<file path="config.mk">
export PLATFORM = sky130hd
export DESIGN_NAME = operand_fetch
export DESIGN_NICKNAME = d
export VERILOG_FILES = /design/src/rtl/operand_fetch.sv
export SDC_FILE = /design/constraint.sdc
export NUM_CORES = 1
export LEC_CHECK = 0
export CORE_MARGIN = 2
export CORE_UTILIZATION = 45
export CTS_CLUSTER_DIAMETER = 120
export DETAILED_ROUTE_END_ITERATION = 12
export PLACE_DENSITY = 0.85
export SKIP_CTS_REPAIR_TIMING = 1
export SYNTH_ARGS = -nofsm -noshare
export SYNTH_HDL_FRONTEND = slang
export SYNTH_SLANG_ARGS = --single-unit
</file>
<file path="constraint.sdc">
create_clock -name clk -period 4.05 [get_ports clk]
set_input_delay 0.405 -clock clk [delete_from_list [all_inputs] [get_ports clk]]
set_output_delay 0.405 -clock clk [all_outputs]
set_load 0.02 [all_outputs]
</file>
<file path="src/rtl/operand_fetch.sv">
//==============================================================================
// Module      : operand_fetch
// Description : Streams operand pairs from a dual-read-port data memory to a
//               pair of downstream adders, two words per valid/ready handshake.
// Revision    : 1.0 - initial release
//==============================================================================
`timescale 1ns/1ps
`default_nettype none

module operand_fetch #(
    parameter int WORDSIZE = 16,
    parameter int ADDRSIZE = 5
) (
    input  logic                clk,
    input  logic                rst_n,
    input  logic                start,
    input  logic [ADDRSIZE-1:0] base_addr,
    input  logic [ADDRSIZE:0]   count,
    output logic [ADDRSIZE-1:0] addr0,
    output logic [ADDRSIZE-1:0] addr1,
    input  logic [WORDSIZE-1:0] data0,
    input  logic [WORDSIZE-1:0] data1,
    output logic [WORDSIZE-1:0] r0,
    output logic [WORDSIZE-1:0] r1,
    output logic                valid,
    input  logic                ready,
    output logic                last,
    output logic                busy,
    output logic                done
);

    localparam logic [1:0] c_idle  = 2'd0;
    localparam logic [1:0] c_fetch = 2'd1;
    localparam logic [1:0] c_hold  = 2'd2;
    localparam logic [1:0] c_done  = 2'd3;

    localparam logic [ADDRSIZE-1:0] c_ptr_one = ADDRSIZE'(1);
    localparam logic [ADDRSIZE-1:0] c_ptr_two = ADDRSIZE'(2);
    localparam logic [ADDRSIZE:0]   c_rem_two = (ADDRSIZE+1)'(2);

    logic [1:0]          r_state;
    logic [ADDRSIZE-1:0] r_ptr;
    logic [ADDRSIZE:0]   r_rem;

    // Read ports follow the pointer in every state; addr1 wraps independently.
    assign addr0 = r_ptr;
    assign addr1 = r_ptr + c_ptr_one;
    assign busy  = (r_state != c_idle);
    assign done  = (r_state == c_done);

    always_ff @(posedge clk or negedge rst_n) begin
        if (!rst_n) begin
            r_state <= c_idle;
            r_ptr   <= '0;
            r_rem   <= '0;
            r0      <= '0;
            r1      <= '0;
            valid   <= 1'b0;
            last    <= 1'b0;
        end else begin
            case (r_state)
                c_idle: begin
                    if (start) begin
                        if (count != '0) begin
                            r_ptr   <= base_addr;
                            r_rem   <= count;
                            r_state <= c_fetch;
                        end else begin
                            r_state <= c_done;
                        end
                    end
                end
                c_fetch: begin
                    // A lone trailing operand is paired with the additive identity.
                    r0      <= data0;
                    r1      <= (r_rem >= c_rem_two) ? data1 : '0;
                    last    <= (r_rem <= c_rem_two);
                    valid   <= 1'b1;
                    r_state <= c_hold;
                end
                c_hold: begin
                    if (ready) begin
                        valid <= 1'b0;
                        if (last) begin
                            r_state <= c_done;
                        end else begin
                            r_ptr   <= r_ptr + c_ptr_two;
                            r_rem   <= r_rem - c_rem_two;
                            r_state <= c_fetch;
                        end
                    end
                end
                c_done: begin
                    r_state <= c_idle;
                end
                default: begin
                    r_state <= c_idle;
                end
            endcase
        end
    end

endmodule

`default_nettype wire

</file>
==> impl_metrics.csv <==
group,metric,value,unit
setup_path,startpoint_type,"register",
finish,finalInstanceArea,3120,um^2
power_and_ir_drop,p_leak,1.32,nW
global_routing,grt_pass1_vias,1587,
placement,dpl_cell_area,3040,um^2
setup_path,crit_type,"register to primary output",
clock_tree,clk_pin_slew,90,ps
placement,hpwl,3.62,mm
clock_tree,cts_tree,"yes",
synth,synth_top_area_cell,"dfrtp_1",
timing,hold_violations,0,
timing,fin_crit_sh,0.548,
finish,area_growth,49.5,%
clock_tree,insertion_delay,290,ps
floorplan,rows,24,
timing,worst_pin_slew,1050,ps
setup_path,end_kind,"primary output",
detailed_routing,ant_nets,0,
synth,synth.distinct_cells,44,
synth,synth_top_cell_area_share,0.563,
floorplan,num_io_pins,93,
detailed_routing,remaining_drc_errors,0,
synth,syn_inst,167,
detailed_routing,vias,1661,
global_routing,grt_max_degree,48,
finish,finalNonFillerCells,310,
floorplan,core,4410,um^2
synth,yosysSeqAreaShare,0.563,
finish,num_antenna_cells,0,
timing,rsz0062_at_grt,"no",
run_status,status,"finished, final reports clean",
timing,tns,0,ps
placement,placed_cells,303,
finish,multiInputGateArea,856,um^2
power_and_ir_drop,p_per_area,834,nW/um^2
finish,drive_gt1_frac,0.128,
synth,synth_area,2090,um^2
global_routing,grt_usage,0.191,
detailed_routing,drt_iter0_drc,154,
worst_hold_path,min_path_type,"input pin to asynchronous set/reset pin",
timing,fmax,450,MHz
synth,syn_avg_cell_area,12.5,um^2
synth,synth_seq_cells,47,
timing,drv_slew,0,
timing,fin_ws,1830,ps
clock_tree,cts-buffers-inserted,5,
placement,post-place-ws,1730,ps
timing,period_needed,2220,ps
finish,nets,308,
synth,post-synth-top-count-cell,"dfrtp_1",
detailed_routing,dr.pass1.iters,4,
clock_tree,cts_sinks,47,
synth,ys.warnings.count,0,
floorplan,die_w,72.1,um
setup_path,cp.required,3640,ps
synth,synthTopCellsByArea,"dfrtp_1 (56%), mux2_2 (8.6%), a22o_1 (6.7%), ha_1 (1.8%), mux2i_1 (1.4%)",
detailed_routing,wl_per_cell,15.9,um
global_routing,grt_pass1_wl,7.77,mm
floorplan,start_util,0.473,
finish,regArea,1180,um^2
clock_tree,cts_root_buffer,"clkbuf_8",
timing,fin_skew,8.62,ps
floorplan,dieArea,5200,um^2
detailed_routing,drt_wl_total,4.94,mm
setup_path,arrival,1820,ps
clock_tree,ctsHtreeMaxLevel,2,
synth,async_flop_share,1.00,
synth,synth_commonest_cells,"dfrtp_1 (47), a22o_1 (16), mux2_2 (16)",
synth,synth_nets,217,
floorplan,die_h,72.1,um
detailed_routing,via_per_inst,5.36,
finish,fillers,342,
global_routing,grt.overflow.total,0,
placement,place.gp.congestion,0.946,
placement,portBuffers,92,
flow_run,drv_cap,0,
synth,synth_edf_count,0,
timing,setup_viol,0,
synth,ys.flop_type,"dfrtp_1",
timing,max_slew_margin,0.296,
global_routing,grt_antenna_before_repair,0,
setup_path,critPathMaxFanout,6,
clock_tree,clock_path_buffers,2,
power_and_ir_drop,peakVddDrop,0.464,mV
==> stage by stage <==
stage	util	total power, mW	hold WS, ps
CTS	0.707	2.63	322
floorplan	-	1.71	109
detailed placement	0.688	2.35	491
global route	0.707	2.78	371
finish	0.707	2.60	284
global placement	0.688	2.32	485
==> path summary, 6_finish.rpt <==
check / from / endpoint / slack [ps] / depth (start not counted)
min in group clk: r0[3] / r0[3] / 510 / 1
hold / removal: rst_n / r0[9] / 280 / 1
hold reg to reg: r0[3] / r0[3] / 510 / 1
setup reg to reg: r_state[1] / r1[14] / 1860 / 4
setup / recovery: addr0[1] / addr1[4] / 1830 / 4
max in group asynchronous: rst_n / addr0[0] / 3120 / 1
==> area by class of cell <==
| type | instances | share of cell area |
|---|---|---|
| clock inverters | 2 | 0.00441 |
| inverters | 5 | 0.00601 |
| multi-input cells | 106 | 0.274 |
| flip-flops and latches | 47 | 0.377 |
| clock buffers | 5 | 0.0220 |
| well taps | 52 | 0.0208 |
| repair buffers | 93 | 0.296 |
==> power by group <==
part	switching (mW)	internal (mW)	leakage, nW
clock network	0.152	0.118	0.0440
registers	0.183	0.702	0.568
logic	0.699	0.749	0.706
==> placed cells by master (no fill, tap or decap), drive strengths merged, types with 2 or more instances in the layout <==
cell	instances
o21ai	5
nor2b	2
o2bb2ai	2
inv	5
o22ai	2
a31oi	4
nor3b	2
mux2i	3
buf	2
o31ai	3
a22o	16
a21oi	5
clkbuf	5
dfrtp	47
nand2b	2
nor3	2
nor2	6
and2	2
xnor2	2
nand2	8
mux2	18
clkdlybuf4s50	91
o211ai	2
ha	3
a211oi	2
or4	2
or2	2
clkinv	2
nand3	2
==> registers in the layout (all words and copies together) (netlist names) <==
register,count
addr0,5
r0,16
r1,16
valid,1
r_state,2
r_rem,6
last,1
==> routing by layer <==
layer	track usage	up-vias	wire length [um]
li1	-	798	-
met1	0.273	797	2240
met2	0.295	62	2310
met3	0.0444	4	350
met4	0.0503	0	40
met5	0	-	0
==> cell families (layout without fill, tap and decap cells) <==
kind of cell	Yosys count	count (layout)	share of synthesized area
XOR/XNOR	3	3	0.0126
AO/OA/AOI/OAI	47	47	0.181
buffers and inverters	14	105	0.0270
adder cells (fa/ha/maj)	3	3	0.0180
flip-flops	47	47	0.563
multiplexers	21	21	0.111
AND/OR/NAND/NOR	32	32	0.0869
==> worst max-delay path, cell delays in order (launching register included) <==
cell and delay, ps:
dfrtp_1 450, ha_1 210, nand3_1 100, xnor2_1 160, clkdlybuf4s50_1 620
Power figures use the tool's default switching activity.
